[src/rtl/uctl_fifo_rd_unpacker.sv]
// Byte unpacker for the uctl async FIFO read side: pops {eop, vldBytes, data} words and streams bytes.
// Optional build macro UCTL_UNPACK_MSB_FIRST_EN selects MSB-first byte order within each word.
//
// state | meaning
// ------+-----------------------------------------------------------
// IDLE  | no word held; pop the FIFO head as soon as it is non-empty
// SHIFT | word held in word_q; presenting byte idx on out_data
module uctl_fifo_rd_unpacker #(
    parameter int BYTES   = 4,
    parameter int BCNT_W  = 2,
    parameter int ENTRY_W = 35,
    parameter int LEN_W   = 11
) (
    input  logic               rclk,
    input  logic               rrst_n,
    input  logic               swRst,
    input  logic               fifo_rempty,
    input  logic [ENTRY_W-1:0] fifo_data,
    output logic               fifo_r_en,
    output logic [7:0]         out_data,
    output logic               out_valid,
    output logic               out_last,
    input  logic               out_ready,
    output logic [LEN_W-1:0]   pkt_len,
    output logic               pkt_done
);

    localparam int DATA_W = 8 * BYTES;

    typedef enum logic {IDLE = 1'b0, SHIFT = 1'b1} state_t;

    state_t            state;
    state_t            state_nxt;
    logic [DATA_W-1:0] word_q;
    logic [BCNT_W:0]   nbytes;
    logic [BCNT_W-1:0] idx;
    logic              eop_q;
    logic [LEN_W-1:0]  len_cnt;

    logic              ent_eop;
    logic [BCNT_W-1:0] ent_vld;
    logic [BCNT_W:0]   ent_cnt;
    logic              last_idx;
    logic              accept;
    logic              word_end;
    logic              load;
    logic [BCNT_W-1:0] sel;
    logic [DATA_W-1:0] word_shifted;
    logic [LEN_W-1:0]  len_inc;

    assign ent_eop = fifo_data[ENTRY_W-1];
    assign ent_vld = fifo_data[ENTRY_W-2:DATA_W];
    // vldBytes only means something on eop words; zero encodes a full word
    assign ent_cnt = (!ent_eop || (ent_vld == '0)) ? (BCNT_W+1)'(BYTES) : {1'b0, ent_vld};

    assign last_idx = ({1'b0, idx} == (nbytes - (BCNT_W+1)'(1)));
    assign accept   = (state == SHIFT) && out_ready;
    assign word_end = accept && last_idx;
    assign load     = !fifo_rempty && ((state == IDLE) || word_end);
    assign len_inc  = (len_cnt == '1) ? len_cnt : len_cnt + LEN_W'(1);

`ifdef UCTL_UNPACK_MSB_FIRST_EN
    assign sel = BCNT_W'(BYTES - 1) - idx;
`else
    assign sel = idx;
`endif
    assign word_shifted = word_q >> {sel, 3'b000};

    always_ff @(posedge rclk or negedge rrst_n) begin
        if (!rrst_n) begin
            state <= IDLE;
        end else if (swRst) begin
            state <= IDLE;
        end else begin
            state <= state_nxt;
        end
    end

    always_comb begin
        state_nxt = state;
        case (state)
            IDLE:    if (load) state_nxt = SHIFT;
            SHIFT:   if (word_end && fifo_rempty) state_nxt = IDLE;
            default: state_nxt = IDLE;
        endcase
    end

    always_comb begin
        fifo_r_en = load && !swRst;
        out_valid = 1'b0;
        out_data  = 8'h00;
        out_last  = 1'b0;
        if (state == SHIFT) begin
            out_valid = 1'b1;
            out_data  = word_shifted[7:0];
            out_last  = eop_q && last_idx;
        end
    end

    always_ff @(posedge rclk or negedge rrst_n) begin
        if (!rrst_n) begin
            word_q   <= '0;
            nbytes   <= '0;
            idx      <= '0;
            eop_q    <= 1'b0;
            len_cnt  <= '0;
            pkt_len  <= '0;
            pkt_done <= 1'b0;
        end else if (swRst) begin
            word_q   <= '0;
            nbytes   <= '0;
            idx      <= '0;
            eop_q    <= 1'b0;
            len_cnt  <= '0;
            pkt_len  <= '0;
            pkt_done <= 1'b0;
        end else begin
            pkt_done <= 1'b0;
            if (load) begin
                word_q <= fifo_data[DATA_W-1:0];
                nbytes <= ent_cnt;
                eop_q  <= ent_eop;
                idx    <= '0;
            end else if (accept) begin
                idx <= idx + BCNT_W'(1);
            end
            if (accept) begin
                if (eop_q && last_idx) begin
                    pkt_len  <= len_inc;
                    pkt_done <= 1'b1;
                    len_cnt  <= '0;
                end else begin
                    len_cnt <= len_inc;
                end
            end
        end
    end

endmodule
[config.mk]
export PLATFORM = sky130hd
export DESIGN_NAME = uctl_fifo_rd_unpacker
export DESIGN_NICKNAME = d
export VERILOG_FILES = /design/src/rtl/uctl_fifo_rd_unpacker.sv
export SDC_FILE = /design/constraint.sdc
export NUM_CORES = 1
export LEC_CHECK = 0
export CORE_ASPECT_RATIO = 2
export CORE_MARGIN = 2
export CORE_UTILIZATION = 30
export CTS_CLUSTER_DIAMETER = 60
export CTS_CLUSTER_SIZE = 8
export DETAILED_ROUTE_END_ITERATION = 10
export SLEW_MARGIN = 10
export SYNTH_ARGS = -nofsm -noshare
export SYNTH_HDL_FRONTEND = slang
export SYNTH_SLANG_ARGS = --single-unit
[constraint.sdc]
create_clock -name rclk -period 6.2 [get_ports rclk]
set_clock_uncertainty 0.15 [all_clocks]
set_input_delay 0.93 -clock rclk [delete_from_list [all_inputs] [get_ports rclk]]
set_output_delay 0.93 -clock rclk [all_outputs]
set_load 0.03 [all_outputs]
After elaboration in Yosys (flattened, before gate mapping)
Cells that the tools add are included.
- register bits after elaboration: 62
- bits in latches: 0
- bits in writable memories: 0
- bits in read-only memories: 0
- input port bits: 40
- output and inout bits: 23
- memories kept: 0
- add/subtract/negate cells: 3
- multipliers: 0
- div/mod/pow operators: 0
- magnitude comparators: 0
- equality and inequality tests: 2
- shift operators: 1
- mux-type cells: 27
- bitwise gates (word level): 1
- reductions and logical operators: 17
- operators with widths (kind ; number):
    11-bit 2-to-1 mux ; 7
    32-bit 2-to-1 mux ; 2
    32-bit by 5-bit >> shifter with 8-bit output ; 1
    11-bit by 1-bit adder with 11-bit output (second input constant) ; 1
    11-bit equality test (second input constant) ; 1
    1-bit 2-to-1 mux ; 10
    3-bit 2-to-1 mux ; 3
    8-bit 2-to-1 mux ; 1
    1-bit logical AND ; 6
    2-bit 2-to-1 mux ; 3
    2-bit nonzero test ; 3
    2-bit by 3-bit equality test with 1-bit output ; 1
    1-bit zero test ; 3
    3-bit nonzero test ; 1
    3-bit by 1-bit subtractor with 3-bit output (second input constant) ; 1
    2-bit by 1-bit adder with 2-bit output (second input constant) ; 1
    2-bit zero test ; 1
    1-bit logical OR ; 2
    1-bit one-hot mux with 2 select lines ; 1
    2-bit AND reduction ; 1
    1-bit inverter ; 1

Longest topological paths before layout
- depth after elaboration: 8
- gate-level depth with buffers: 7
- mapped depth without buffers: 6

Worst setup path after synthesis
Ideal clock, no wire load.
- kind: flip-flop to output port
- start: register nbytes[0]
- end: output fifo_r_en
- arrival time: 1.864 ns
- required time: 5.120 ns
- setup slack: 3.256 ns
- cell stages (with the launch flop): 7
- path through: dfrtp_1 -> inv_1 -> ha_1 -> xor2_1 -> nand4_2 -> a211oi_4 -> buf_6
- longest elaborated chain between the ends: 6
- ends and longest elaborated chain (element ; line ; source):
    from (decl) ; 35 ; logic [BCNT_W:0] nbytes;
    from (signal assigned) ; 121 ; nbytes <= ent_cnt;
    3-bit by 1-bit subtractor with 3-bit output ; 56 ; assign last_idx = ({1'b0, idx} == (nbytes - (BCNT_W+1)'(1)));
    2-bit by 3-bit equality test with 1-bit output ; 56 ;
    1-bit logical AND ; 58 ; assign word_end = accept && last_idx;
    1-bit logical OR ; 59 ; assign load = !fifo_rempty && ((state == IDLE) || word_end);
    1-bit logical AND ; 59 ;
    1-bit logical AND ; 89 ; fifo_r_en = load && !swRst;
    to (decl) ; 19 ; output logic fifo_r_en,
No other way between the ends.

Worst setup path after layout
- start: register idx[0]
- end: output fifo_r_en
- longest elaborated chain between the ends: 5
- ends and longest elaborated chain (element ; line ; source):
    from (decl) ; 36 ; logic [BCNT_W-1:0] idx;
    from (signal assigned) ; 125 ; idx <= idx + BCNT_W'(1);
    2-bit by 3-bit equality test with 1-bit output ; 56 ;
    1-bit logical AND ; 58 ;
    1-bit logical OR ; 59 ;
    1-bit logical AND ; 59 ;
    1-bit logical AND ; 89 ;
No other way between the ends.

==> impl_metrics.csv <==
group,metric,value,unit
status,outcome,"complete, no violations",
global_routing,grt_antenna_before_repair,0,
routing,postRouteAntennaNets,0,
yosys,synthCells,264,
pwr,power_switching,0.290,mW
sta,hold_ws,0.327,ns
sta,fin_crit_sh,0.622,
sta,worst_slack,2.35,ns
pwr,power_density,273,nW/um^2
pwr,p_sw_frac,0.260,
finish,final_area,4090,sq um
sta,maxSlewHeadroom,0.293,
place,placed_cell_area,3770,sq um
floorplanning,dieArea,11000,sq um
min_path,min_path_type,"register to register",
clock_tree,clk_pin_slew_worst_paths,0.05,ns
worst_setup_path,crit_required,5.12,ns
routing,vias_per_cell,5.20,
yosys,synth-seq-area-share,0.509,
pwr,p_seq_frac,0.410,
floorplanning,die_h,147,microns
routing,wl_per_cell,17.0,microns
yosys,synthFlopType,"dfrtp_1",
global_routing,gr-total-overflow,0,
global_routing,grt_util_all_layers,0.157,
place,post-place-ws,2.40,ns
sta,fmax,259,MHz
finish,mostFrequentLayoutCell,"dfrtp_1",
global_routing,grt_start_max_net_pins,63,
clock_tree,cts_resized,0,
clock_tree,cts_tree,"yes",
clock_tree,post-cts-setup-buffers,0,
clock_tree,hold_buffers,0,
pwr,pwr-share-comb,0.130,
worst_setup_path,worstSetupStartpointType,"register",
pwr,ir_drop,175,uV
routing,first_pass_iters,4,
sta,setup_viol,0,
place,portBuffers,62,
worst_setup_path,worstPathArrival,2.77,ns
clock_tree,cts.sinks,62,
clock_tree,clock-root-buffer,"clkbuf_16",
clock_tree,cts_buffer_depth,2,
clock_tree,h-tree-depth,3,
finish,fin_nets,366,
clock_tree,insertion_delay,0.33,ns
worst_setup_path,worstPathMaxFanout,12,
sta,finalHoldViolCount,0,
pwr,power,1.11,mW
finish,area_delta_synth_final,34.0,%
yosys,synth_edf_count,0,
yosys,synth_seq_cells,62,
finish,final_cell_mix,"62 x dfrtp_1, 61 x clkdlybuf4s50_1, 36 x a22o_1",
job,cap_violations,0,
yosys,yosys_warnings,0,
pwr,p_int,0.824,mW
sta,slew_violations,0,
clock_tree,numCtsBuffers,9,
floorplanning,io-pin-count,63,
place,place_congestion,0.845,
sta,tightest_slew,1.05,ns
finish,final_cells,464,
pwr,power_frac_clock,0.460,
worst_setup_path,critPathKind,"register to output pin",
yosys,synth_cell_types,45,
sta,setup_tns,0,ns
place,hpwl,5700,microns
routing,remaining_drc_errors,0,
worst_setup_path,critPathSlowestCell,"dfrtp_1",
yosys,synth.net_count,306,
worst_setup_path,end_kind,"output pin",
yosys,async_reset_ff_frac,1.00,
global_routing,grt_pass1_vias,2592,
yosys,mappedNetlistArea,3050,sq um
routing,drt_iter0_drc,123,
finish,diodes,0,
floorplanning,start_util,0.304,
finish,utilization,0.408,
floorplanning,die_x,75.3,microns
floorplanning,rows,52,
worst_setup_path,max_stage_delay,0.79,ns
routing,num_vias,2411,
sta,rsz0062_at_grt,"false",
place,placedCellCount,448,
global_routing,grt_pass1_wl,13200,microns
routing,wl,7890,microns
sta,period_needed,3.85,ns
yosys,syn_area_per_cell,11.5,sq um
pwr,p_leak,1.69,nW
floorplanning,core,10000,sq um
finish,layout-drive-gt1-share,0.106,
worst_setup_path,cp_cell_sequence,"xor2_1, nand4_2, a211oi_4, clkdlybuf4s50_1",
registers in the layout, summed over array words and instances, names as in the netlist:
| name | cells |
|---|---|
| pkt_done | 1 |
| idx | 2 |
| nbytes | 3 |
| pkt_len | 11 |
| state | 1 |
| len_cnt | 11 |
| eop_q | 1 |
| word_q | 32 |
path summary, 6_finish.rpt:
kind / startpoint / end / slack [ns] / cells after the start
worst max-delay path: idx[0] / fifo_r_en / 2.35 / 4
worst min-delay path: pkt_len[1] / pkt_len[1] / 0.33 / 2
worst max register to register: idx[0] / nbytes[1] / 3.62 / 5
worst min register to register: pkt_len[1] / pkt_len[1] / 0.33 / 2
max in group asynchronous: rrst_n / pkt_len[7] / 4.76 / 2
min in group asynchronous: rrst_n / word_q[17] / 0.61 / 2
critical path, delay by kind of cell, from the launching register on:
family | cells | cell delay, ns
flops | 1 | 0.79
buf+inv | 1 | 0.72
xor+xnor | 1 | 0.40
compound gates | 1 | 0.32
simple gates | 1 | 0.20
cells by family (layout without fill, tap and decap cells):
family / after synthesis / after routing / synth area share
xor+xnor: 10 / 10 / 0.0287
compound gates: 88 / 88 / 0.227
flops: 62 / 62 / 0.509
fa+ha+maj: 2 / 2 / 0.00821
mux: 11 / 11 / 0.0689
simple gates: 65 / 65 / 0.116
buf+inv: 26 / 91 / 0.0427
cell type report:
class / instances / area, sq um
multi-input combinational: 176 / 1380
clock buffer: 10 / 239
clock inverter: 6 / 71.3
timing repair buffer: 66 / 646
inverter: 9 / 33.8
fill: 1005 / 5930
tap: 135 / 169
sequential: 62 / 1550
power groups by stage:
stage / clock network (mW) / registers (mW) / logic (mW)
floorplan: 0 / 0.441 / 0.105
finish: 0.513 / 0.457 / 0.145
global route: 0.541 / 0.462 / 0.157
global placement: 0 / 0.464 / 0.143
detailed placement: 0 / 0.466 / 0.146
CTS: 0.526 / 0.459 / 0.147
layer usage:
| layer | global-route usage | wire [microns] | up-vias | share of wire |
|---|---|---|---|---|
| met5 | 0 | 0 | - | 0 |
| met1 | 0.175 | 2900 | 1200 | 0.37 |
| met3 | 0.0386 | 336 | 14 | 0.043 |
| li1 | - | - | 1127 | - |
| met4 | 0.0658 | 187 | 0 | 0.024 |
| met2 | 0.273 | 4460 | 70 | 0.57 |
synth_stat cells, types with 3 or more instances:
cell type,n,area [sq um]
buf_6,4,45.0
o31ai_1,3,22.5
and2_1,10,62.6
nand3_1,4,20.0
a31oi_1,6,37.5
mux2i_1,3,30.0
o21ai_0,14,70.1
or3_1,5,31.3
nand4_1,4,25.0
and3_1,4,25.0
inv_1,9,33.8
a22o_1,36,315
xnor2_1,5,43.8
nor2_1,6,22.5
nand2b_1,3,18.8
a32o_1,3,30.0
nand2_1,17,63.8
dfrtp_1,62,1550
nor3_1,5,25.0
a21oi_1,7,35.0
clkbuf_1,11,41.3
mux4_2,8,180
xor2_1,5,43.8
a41oi_1,3,26.3
(Power assumes the default switching activity.)
==> patch: new RTL, same flow settings <==
The option `UCTL_UNPACK_MSB_FIRST_EN` is turned on by a define.
--- a/src/rtl/uctl_fifo_rd_unpacker.sv
+++ b/src/rtl/uctl_fifo_rd_unpacker.sv
@@ -5,6 +5,8 @@
 // ------+-----------------------------------------------------------
 // IDLE  | no word held; pop the FIFO head as soon as it is non-empty
 // SHIFT | word held in word_q; presenting byte idx on out_data
+`define UCTL_UNPACK_MSB_FIRST_EN
+
 module uctl_fifo_rd_unpacker #(
     parameter int BYTES   = 4,
     parameter int BCNT_W  = 2,
Function: changed (a bounded check fails within 4 cycles, from zero or initial values and one cycle with rrst_n low).
==> patch against the unedited design <==
Cell area fell by 2.6%; synthesized area fell by 1.5%; first-iteration DRC count rose by 38%; cell count fell by 1.7%; non-clock buffer count did not move; wire length fell by 1.5%; power fell by 9.6%; die area fell by 1.4%; sequential cell count did not move; global-route usage fell by 0.32 points; setup slack got worse by 0.34 ns; core utilization barely moved; hold slack got worse by 0.0048 ns.
==> patch: results (changes against the unedited design) <==
status=finished clean (unchanged); Signal inverters=5 (was 9); CP arrival=3.11 ns (was 2.77 ns); number of clock buffers in the layout=14 (was 10); Power Density=253 mW/mm^2 (was 273 mW/mm^2); vias in the first global route=2365 (was 2592); area of the multi-input gates=0.00133 mm^2 (was 0.00138 mm^2); Post-synth top cells=62 x dfrtp_1, 35 x a22o_1, 23 x nand2_1, 13 x o21ai_0, 11 x a21oi_1 (was 62 x dfrtp_1, 36 x a22o_1, 17 x nand2_1, 14 x o21ai_0, 11 x clkbuf_1); Post-DP Area=0.00371 mm^2 (was 0.00377 mm^2); number of fill cells in the layout=934 (was 1005); DPL Wire Length=5570 um (was 5700 um); Period Utilization, post-route=67.6% (was 62.2%); Syn Area/Cell=11.5 um^2 (about the same); non-filler cells, final=456 (was 464); Int Pwr=0.772 mW (was 0.824 mW); global routing met1 resource utilization=17.2% (was 17.5%); crit path max fanout=37 (was 12); Leak Pwr=1.71 nW (was 1.69 nW); CP top delay family=buffers and inverters (was flip-flops); sequential share of the synthesized area=51.6% (was 50.9%); top cells by area, synth=dfrtp_1 52%, a22o_1 10%, mux4_2 5.2%, nand2_1 2.9%, o21ai_0 2.2% (was dfrtp_1 51%, a22o_1 10%, mux4_2 5.9%, o21ai_0 2.3%, nand2_1 2.1%); synth unique cells=41 (was 45); first-pass GRT wire length=12400 um (was 13200 um); DR WL met3=338 um (was 336 um); GRT Util Overall=15.4% (was 15.7%); crit-path max cell delay=0.75 ns (was 0.79 ns); number of vias per cell=5.18 (was 5.20); met3 Track Usage GR=3.12% (was 3.86%); Detailed Route Iter0 Violations=170 (was 123); drt total wl=7770 um (was 7890 um); Slowest-stage cell, CP=clkdlybuf4s50_1 (was dfrtp_1); maximum vdd ir drop=0.000170 V (was 0.000175 V); placed cell count=441 (was 448); RePlAce Congestion=0.905 (was 0.845); worst slack, placed=2.01 ns (was 2.40 ns); fraction of area in multi-input gates=33.4% (was 33.7%); Final non-clock buffer share=16.2% (was 15.8%); met2 usage in global routing=26.9% (was 27.3%); sequential share of cell area=39.0% (was 38.0%); Clk power=0.449 mW (was 0.513 mW); Layout Nets=362 (was 366)
## patch: cell families (layout without fill, tap and decap cells)
logic type      after synthesis  count (layout)  share of synthesized area (%)
mux                           9               9                           6.46
compound gates               85              85                           21.8
simple gates                 74              74                           12.9
xor+xnor                      6               6                           2.25
buf+inv                      23              86                           4.08
flops                        62              62                           51.6
fa+ha+maj                     2               2                          0.833
## patch: stage by stage
stage | hold WS (ns) | utilization [%]
finish | 0.322 | 40.8
floorplan | 0.308 | -
detailed placement | 0.320 | 38.0
global placement | 0.314 | 38.0
global route | 0.353 | 40.8
CTS | 0.331 | 40.8
## patch: worst paths after layout
path / from / end / cells after the start
max reg2reg: idx[0] / len_cnt[3] / 4
max: out_ready / fifo_r_en / 5
min: pkt_len[7] / pkt_len[7] / 2
max in group asynchronous: rrst_n / word_q[6] / 2
min in group asynchronous: rrst_n / pkt_len[3] / 2
min reg2reg: pkt_len[7] / pkt_len[7] / 2
